--- config.mk ---
export PLATFORM = sky130hd
export DESIGN_NAME = mem_rr_arbiter
export DESIGN_NICKNAME = d
export VERILOG_FILES = /design/src/rtl/mem_rr_arbiter.sv
export SDC_FILE = /design/constraint.sdc
export NUM_CORES = 1
export LEC_CHECK = 0
export ABC_CLOCK_PERIOD_IN_PS = 4000
export BUFFER_PORTS_ARGS = -buffer_cell sky130_fd_sc_hd__buf_2
export CORE_AREA = 4 4 137 139
export DETAILED_ROUTE_END_ITERATION = 8
export DIE_AREA = 0 0 141 143
export PLACE_DENSITY = 0.67
export SYNTH_ARGS = -nofsm -noshare
export SYNTH_HDL_FRONTEND = slang
export SYNTH_SLANG_ARGS = --single-unit
--- constraint.sdc ---
create_clock -name i_clk -period 4 [get_ports i_clk]
set_clock_uncertainty 0.05 [all_clocks]
set_input_delay 0.8 -clock i_clk [delete_from_list [all_inputs] [get_ports i_clk]]
set_output_delay 0.8 -clock i_clk [all_outputs]
set_load 0.01 [all_outputs]
--- src/rtl/mem_rr_arbiter.sv ---
// Round-robin arbiter granting C cores single-beat access to one shared memory.
// Latency: req seen in IDLE -> strobe next cycle -> done the cycle after; back-to-back grants every 2 cycles.
// Backpressure: cores hold req until their done pulse; losers wait, at most C-1 transactions.
module mem_rr_arbiter #(
    parameter int C  = 8,
    parameter int AW = 16,
    parameter int DW = 16
) (
    input  logic                 i_clk,
    input  logic                 i_reset,
    input  logic [C-1:0]         i_req,
    input  logic [C-1:0]         i_we,
    input  logic [AW-1:0]        i_adr  [C],
    input  logic [DW-1:0]        i_wdat [C],
    output logic [C-1:0]         o_gnt,
    output logic [C-1:0]         o_done,
    output logic [DW-1:0]        o_rdat,
    output logic [AW-1:0]        o_mem_adr,
    output logic [DW-1:0]        o_mem_wdat,
    output logic                 o_mem_we,
    output logic                 o_mem_re,
    input  logic [DW-1:0]        i_mem_rdat
);

    localparam int IW = (C > 1) ? $clog2(C) : 1;

    typedef enum logic [1:0] {
        S_IDLE   = 2'd0,
        S_ACCESS = 2'd1,
        S_RESP   = 2'd2
    } state_t;

    state_t          r_state;
    state_t          w_state_nxt;
    logic [IW-1:0]   r_owner;
    logic [IW-1:0]   r_ptr;
    logic            r_we;
    logic [AW-1:0]   r_adr;
    logic [DW-1:0]   r_wdat;
    logic [DW-1:0]   r_rdat;

    logic [C-1:0]    w_owner_oh;
    logic [C-1:0]    w_req_eff;
    logic            w_found;
    logic [IW-1:0]   w_win;
    logic [IW-1:0]   w_ptr_nxt;
    logic            w_latch;

    assign w_owner_oh = {{(C-1){1'b0}}, 1'b1} << r_owner;

    // Scan from the highest offset down so the requester closest to r_ptr is the last (winning) assignment.
    // In RESP the finishing owner is masked so a sticky requester cannot win twice in a row.
    always_comb begin
        w_req_eff = i_req;
        if (r_state == S_RESP) begin
            w_req_eff = i_req & ~w_owner_oh;
        end
        w_found = 1'b0;
        w_win   = '0;
        for (int i = C - 1; i >= 0; i--) begin
            int j;
            j = int'(r_ptr) + i;
            if (j >= C) begin
                j = j - C;
            end
            if (w_req_eff[j]) begin
                w_found = 1'b1;
                w_win   = IW'(j);
            end
        end
    end

    assign w_ptr_nxt = (w_win == IW'(C - 1)) ? '0 : w_win + IW'(1);

    always_comb begin
        w_state_nxt = r_state;
        w_latch     = 1'b0;
        case (r_state)
            S_IDLE: begin
                if (w_found) begin
                    w_latch     = 1'b1;
                    w_state_nxt = S_ACCESS;
                end
            end
            S_ACCESS: begin
                w_state_nxt = S_RESP;
            end
            S_RESP: begin
                if (w_found) begin
                    w_latch     = 1'b1;
                    w_state_nxt = S_ACCESS;
                end else begin
                    w_state_nxt = S_IDLE;
                end
            end
            default: begin
                w_state_nxt = S_IDLE;
            end
        endcase
    end

    always_ff @(posedge i_clk or negedge i_reset) begin
        if (!i_reset) begin
            r_state <= S_IDLE;
            r_owner <= '0;
            r_ptr   <= '0;
            r_we    <= 1'b0;
            r_adr   <= '0;
            r_wdat  <= '0;
            r_rdat  <= '0;
        end else begin
            r_state <= w_state_nxt;
            if (w_latch) begin
                r_owner <= w_win;
                r_ptr   <= w_ptr_nxt;
                r_we    <= i_we[w_win];
                r_adr   <= i_adr[w_win];
                r_wdat  <= i_wdat[w_win];
            end
            if (r_state == S_ACCESS && !r_we) begin
                r_rdat <= i_mem_rdat;
            end
        end
    end

    // Outputs decode straight from state so an async reset drops them without a clock edge.
    always_comb begin
        o_gnt    = '0;
        o_done   = '0;
        o_mem_we = 1'b0;
        o_mem_re = 1'b0;
        case (r_state)
            S_ACCESS: begin
                o_gnt    = w_owner_oh;
                o_mem_we = r_we;
                o_mem_re = !r_we;
            end
            S_RESP: begin
                o_gnt  = w_owner_oh;
                o_done = w_owner_oh;
            end
            default: begin
                o_gnt = '0;
            end
        endcase
    end

    assign o_mem_adr  = r_adr;
    assign o_mem_wdat = r_wdat;
    assign o_rdat     = r_rdat;

endmodule

==> results of run 1 <==
[critical path, cell delays in order (launching register included)]
cell and delay, ns:
dfrtp_1 0.40, inv_1 0.10, ha_4 0.42, mux2_2 0.41, a21boi_1 0.14, mux4_2 0.54
o21ai_1 0.15, o211a_1 0.21, o32ai_4 0.13, buf_4 0.18, clkbuf_16 0.19, and2_1 0.17
a2111oi_1 0.46, a211oi_1 0.11
[cells in the mapped netlist (all sizes together) (9+ instances only)]
cell type and count:
ha 9, and2 34, clkbuf 34, a2111oi 37, o22ai 47, a211oi 41, mux2 89, dfrtp 57
buf 22, inv 13, mux2i 75, nor3 16, nor2 15, nand2 26, o21ai 16, o211ai 11
[what timing repair did]
item / 4_1_cts / 5_1_grt
endpoints found under the setup margin: 0 / 36
hold buffers: 0 / 0
buffers inserted: 0 / 1
resized for setup: 0 / 15
[state kept, by name, indices dropped and copies added, names as in the netlist]
name,cells
o_mem_adr,16
r_we,1
r_state,2
o_rdat,16
o_mem_wdat,16
r_ptr,3
r_owner,3
[worst max-delay path by stage]
stage / start / depth (start not counted) / end / slack (ns)
2_1_floorplan: r_ptr[0] / 17 / r_ptr[2] / 0.009
3_3_place_gp: r_state[0] / 15 / r_ptr[2] / 0.17
3_5_place_dp: r_state[0] / 13 / o_mem_wdat[6] / 0.07
4_1_cts: r_state[0] / 13 / o_mem_wdat[6] / 0.07
5_1_grt: r_ptr[0] / 13 / o_mem_wdat[7] / 0.006
6_report: r_ptr[0] / 13 / o_mem_wdat[6] / 0.18
[where the power goes]
| part | switching (W) | internal (W) | leakage, nW | total (W) |
|---|---|---|---|---|
| combinational | 0.00495 | 0.00441 | 3.18 | 0.00936 |
| sequential | 0.000251 | 0.000941 | 0.651 | 0.00119 |
| clock | 0.000298 | 0.000437 | 0.135 | 0.000735 |
[logic make-up after synthesis]
group                      count (synthesis)  synth area share
muxes                                    166             0.308
xor gates and xnor gates                   6            0.0127
and+or+nand+nor                          121             0.119
buffers and inverters                     70            0.0598
AOI/OAI and AO/OA                        184             0.237
DFF                                       57             0.244
adders and majority gates                  9            0.0193
[metal layers]
layer | wire [um] | vias up | part of all wire | track usage
met5 | 41 | - | 0.0016 | 0
met4 | 550 | 6 | 0.022 | 0.0653
met3 | 1770 | 48 | 0.070 | 0.0506
met2 | 12700 | 333 | 0.50 | 0.400
met1 | 10200 | 3163 | 0.40 | 0.297
li1 | - | 3132 | - | -
[cell type report]
class,instances,area share
Multi-Input combinational cell,486,0.494
Clock buffer,10,0.0284
Clock inverter,6,0.00505
Sequential cell,57,0.169
Tap cell,229,0.0340
Inverter,14,0.00624
Timing Repair Buffer,401,0.263
[metrics by stage]
stage	setup slack, ns	hold WS, ns	instances	instance area, sq um
after floorplan	0.00870	0.454	613	5850
after global placement	0.165	0.434	1185	8040
after detailed placement	0.0744	0.440	1185	8040
after CTS	0.0652	0.455	1201	8330
after global routing	0.00606	0.468	1203	8430
final	0.176	0.453	1203	8430
[layout by cell type, fill, tap and decap left out, drive strengths merged, types with 14 or more instances in the layout]
| cell | synthesis | final |
|---|---|---|
| a2111oi | 37 | 37 |
| nand2 | 26 | 26 |
| inv | 13 | 14 |
| mux2i | 75 | 75 |
| nor2 | 15 | 15 |
| buf | 22 | 400 |
| nor3 | 16 | 16 |
| mux2 | 89 | 89 |
| and2 | 34 | 34 |
| a211oi | 41 | 41 |
| dfrtp | 57 | 57 |
| o22ai | 47 | 47 |
| o21ai | 16 | 16 |
==> flow_summary.json, run 1 <==
{
  "synth_ff_type": "dfrtp_1",
  "synth_cells": 613,
  "firstDrtPassIters": 5,
  "cap_violations": 0,
  "setup_viol": 0,
  "required_ns": 4.14,
  "yosysSeqAreaShare": 0.244,
  "regToRegStartpoint": "r_ptr[0]",
  "clk_pin_slew_ns": 0.06,
  "rows": 49,
  "die_h_um": 143,
  "r2r-end": "o_mem_wdat[6]",
  "cts_made_buffers": 9,
  "crit_type": "register to register",
  "ys_warn_count": 0,
  "hold_path_class": "register to register",
  "rsz0062_at_grt": "no",
  "multi_input_area_sq_um": 4170,
  "critPathLaunchType": "register",
  "synth.top_cell.area_share": 0.244,
  "synth_area_leaders": "dfrtp_1, mux2_2, mux2i_1",
  "post-dp-hpwl_um": 20200,
  "p_total_w": 0.0113,
  "vias_per_cell": 5.55,
  "fmax_mhz": 262,
  "grt_pass1_vias": 6615,
  "grt_use_total": 0.233,
  "postRouteAntennaNets": 0,
  "n_antenna_cell": 0,
  "seq_area_sq_um": 1430,
  "synth_area_leader_cell": "dfrtp_1",
  "initial_core_util": 0.330,
  "status": "finished, final reports clean",
  "fp.dieArea_sq_um": 20200,
  "yosysUniqueCellTypes": 62,
  "nFillCells": 1722,
  "rrSetupSlack_ns": 0.18,
  "synth_area_sq_um": 5830,
  "antenna_found_initial": 3,
  "synth_edf_count": 0,
  "slew_viol_final": 0,
  "core_area_sq_um": 17700,
  "synth_fp_nets": 912,
  "ioPinCount": 356,
  "wirelength_um": 25300,
  "grt_overflow": 0,
  "dieWidth_um": 141,
  "via_count": 6682,
  "whs_path_depth": 1,
  "relSlewSlack": 0.454,
  "worstHoldStart": "o_rdat[11]",
  "hold_viol_final": 0,
  "min_period_ns": 3.82,
  "grt_pass1_wl_um": 36800,
  "synth_area_per_cell_sq_um": 9.52,
  "min_period_over_period": 0.956,
  "cts_tree": "yes",
  "async_flop_share": 1.00,
  "clk_latency_ns": 0.33,
  "port_buffers": 355,
  "grt_max_degree": 51,
  "syn_to_final_growth_pct": 44.5,
  "ys_ff_latch": 57,
  "fin_nets": 1268,
  "p_per_area_nw_per_um2": 1340,
  "p_leak_nw": 3.96,
  "cts-root-buf": "clkbuf_16",
  "h-tree-depth": 3,
  "tightest_slew_ns": 0.819,
  "fin_setup_tns_ns": 0,
  "crit_arrival_ns": 3.96,
  "hold_end": "o_rdat[11]",
  "cts_max_path_buffers": 2,
  "cts_num_sinks": 57,
  "drive_gt1_frac": 0.547,
  "end_kind": "register",
  "wl_per_cell_um": 21.0,
  "ir_drop_uv": 683,
  "r2r_cells": 13,
  "fin_util": 0.477,
  "drt_iter0_drc": 336,
  "drc_errors": 0,
  "place.gp.congestion": 1.01,
  "crit_fanout": 25
}
Power figures use the tool's default switching activity.
==> inputs of run 2 (changes only) <==
- ABC_AREA: not set -> 1
- CORE_AREA: 4 4 137 139 -> not set
- CORE_ASPECT_RATIO: not set -> 0.9
- CORE_MARGIN: not set -> 8
- CORE_UTILIZATION: not set -> 40
- DIE_AREA: 0 0 141 143 -> not set
- PLACE_DENSITY: 0.67 -> 0.78
==> run 2 against run 1 <==
Effect of this change:
- maximum frequency is 4.6% higher
- clock-buffer cell count is 1 lower
- die area is 6.6% lower
- largest cell class unchanged
- non-clock buffer count is 33 lower
==> flow_summary.json, run 2 <==
{
  "cts_made_buffers": 9,
  "clk_latency_ns": 0.33,
  "h-tree-depth": 3,
  "relSlewSlack": 0.492,
  "layout_commonest_cell": "nand2_1",
  "synth_common_cells": "nand2_1, nand3_1, dfrtp_1",
  "setup_viol": 0,
  "cp_top_family": "adder cells",
  "yosysSeqAreaShare": 0.243,
  "synth_area_per_cell_sq_um": 5.57,
  "path_buf_inv": 3,
  "ys_ff_latch": 57,
  "initial_core_util": 0.404,
  "hold_path_class": "input port to asynchronous set/reset pin",
  "drive_gt1_frac": 0.301,
  "synth.top_cell.area_share": 0.357,
  "status": "finished, final reports clean",
  "rsz0062_at_grt": "no",
  "post-dp-hpwl_um": 19000,
  "min_period_ns": 3.66,
  "place.gp.congestion": 0.920,
  "cts_num_sinks": 57,
  "tightest_slew_ns": 0.759,
  "required_ns": 4.14,
  "dpl_cell_area_sq_um": 7640,
  "synth_cells": 1055,
  "slowest_delay_ns": 0.61,
  "hold_viol_final": 0,
  "fin_nets": 1659,
  "end_kind": "register",
  "cts_setup_buffers": 0,
  "core_area_sq_um": 14600,
  "cts.repair.resized": 0,
  "synth_area_leaders": "nand2_1, dfrtp_1, nand3_1",
  "cts_tree": "yes",
  "grt_pass1_wl_um": 37400,
  "postRouteAntennaNets": 0,
  "synth_area_leader_cell": "nand2_1",
  "grt_use_total": 0.250,
  "syn_to_final_growth_pct": 35.2,
  "wirelength_um": 24400,
  "ctsHoldBuffers": 0,
  "path_cells": "inv_2, ha_1, inv_1, nand3_1, nand3_1, nand2_1, a21oi_2, nand2_1, nand2_1, nand2_1, nand3_4, nand2_4, inv_2, ha_1, ha_1, nand2_1, o21ai_1",
  "grt_max_degree": 105,
  "critPathLaunchType": "register",
  "cts-root-buf": "clkbuf_16",
  "dieWidth_um": 144,
  "fmax_mhz": 273,
  "grt_pass1_vias": 7305,
  "crit_arrival_ns": 3.80,
  "stdcell_count": 1564,
  "async_flop_share": 1.00,
  "slew_viol_final": 0,
  "synth_edf_count": 0,
  "final_area_sq_um": 7950,
  "vias_per_cell": 5.03,
  "firstDrtPassIters": 7,
  "yosysUniqueCellTypes": 33,
  "clk_pin_slew_ns": 0.05,
  "antenna_found_initial": 0,
  "slowest_stage": "dfrtp_1",
  "mostFrequentLayoutCells": "nand2_1, buf_2, nand3_1, dfrtp_1, inv_1",
  "port_buffers": 355,
  "ioPinCount": 356,
  "crit_top_cell": "nand2_1",
  "drt_iter0_drc": 628,
  "wl_per_cell_um": 15.6,
  "crit_fanout": 30,
  "die_h_um": 131,
  "ys_warn_count": 0,
  "rows": 42,
  "drc_errors": 0,
  "fin_util": 0.546,
  "cap_violations": 0,
  "synth_fp_nets": 1354,
  "fp.dieArea_sq_um": 18800,
  "synth_ff_type": "dfrtp_1",
  "via_count": 7870,
  "nFillCells": 1549,
  "cts_max_path_buffers": 2,
  "post-synth-top-count-cell": "nand2_1",
  "synth_area_sq_um": 5880,
  "place_inst": 1547,
  "fin_setup_tns_ns": 0,
  "crit_type": "register to register",
  "min_period_over_period": 0.914,
  "grt_overflow": 0
}
[run 2: layer usage]
metal | routed length, um | GRT usage | vias to the layer above
met5 | 0 | 0 | -
met4 | 289 | 0.0544 | 0
met3 | 2140 | 0.0661 | 22
met2 | 11500 | 0.407 | 324
met1 | 10500 | 0.326 | 3530
li1 | - | - | 3994
[run 2: path summary, 6_finish.rpt]
kind | from | end | slack, ns | depth (start not counted)
max | r_ptr[0] | r_ptr[2] | 0.34 | 17
min | i_reset | o_rdat[11] | 0.37 | 1
max reg2reg | r_ptr[0] | r_ptr[2] | 0.34 | 17
min reg2reg | o_rdat[4] | o_rdat[4] | 0.41 | 2
max in group asynchronous | i_reset | o_mem_adr[14] | 2.66 | 2
min in group i_clk | o_rdat[4] | o_rdat[4] | 0.41 | 2
[run 2: through the flow]
| stage | setup slack [ns] | hold slack, ns |
|---|---|---|
| 4_1_cts | 0.388 | 0.376 |
| 3_3_place_gp | 0.451 | 0.400 |
| 5_1_grt | 0.00784 | 0.410 |
| 2_1_floorplan | 1.01 | 0.422 |
| 6_report | 0.344 | 0.366 |
| 3_5_place_dp | 0.406 | 0.404 |
[run 2: final cells by class]
type,count,area [sq um],share of cell area
diodes,1,2.50,0.000315
clock buffers,9,225,0.0283
clock inverters,7,78.8,0.00992
inverters,36,143,0.0179
multi-input cells,888,3900,0.490
flip-flops and latches,57,1430,0.179
well taps,198,248,0.0312
repair buffers,368,1930,0.243
[run 2: worst register-to-register path, stage by stage, from the launching register on]
cell and delay, ns:
dfrtp_1 0.61, inv_2 0.23, ha_1 0.42, inv_1 0.22
nand3_1 0.16, nand3_1 0.12, nand2_1 0.13, a21oi_2 0.19
nand2_1 0.07, nand2_1 0.06, nand2_1 0.08, nand3_4 0.10
nand2_4 0.08, inv_2 0.39, ha_1 0.26, ha_1 0.22
nand2_1 0.06, o21ai_1 0.07
[run 2: cells by family after synthesis]
group / after synthesis / share of synthesized area
AND/OR/NAND/NOR: 851 / 0.611
adder cells (fa/ha/maj): 9 / 0.0192
flip-flops: 57 / 0.243
buffers and inverters: 110 / 0.0990
XOR/XNOR: 3 / 0.00447
AO/OA/AOI/OAI: 25 / 0.0240
Power of run 2 is not shown: default switching activity piles up to over one toggle a cycle in this logic, so the estimate is an artifact.
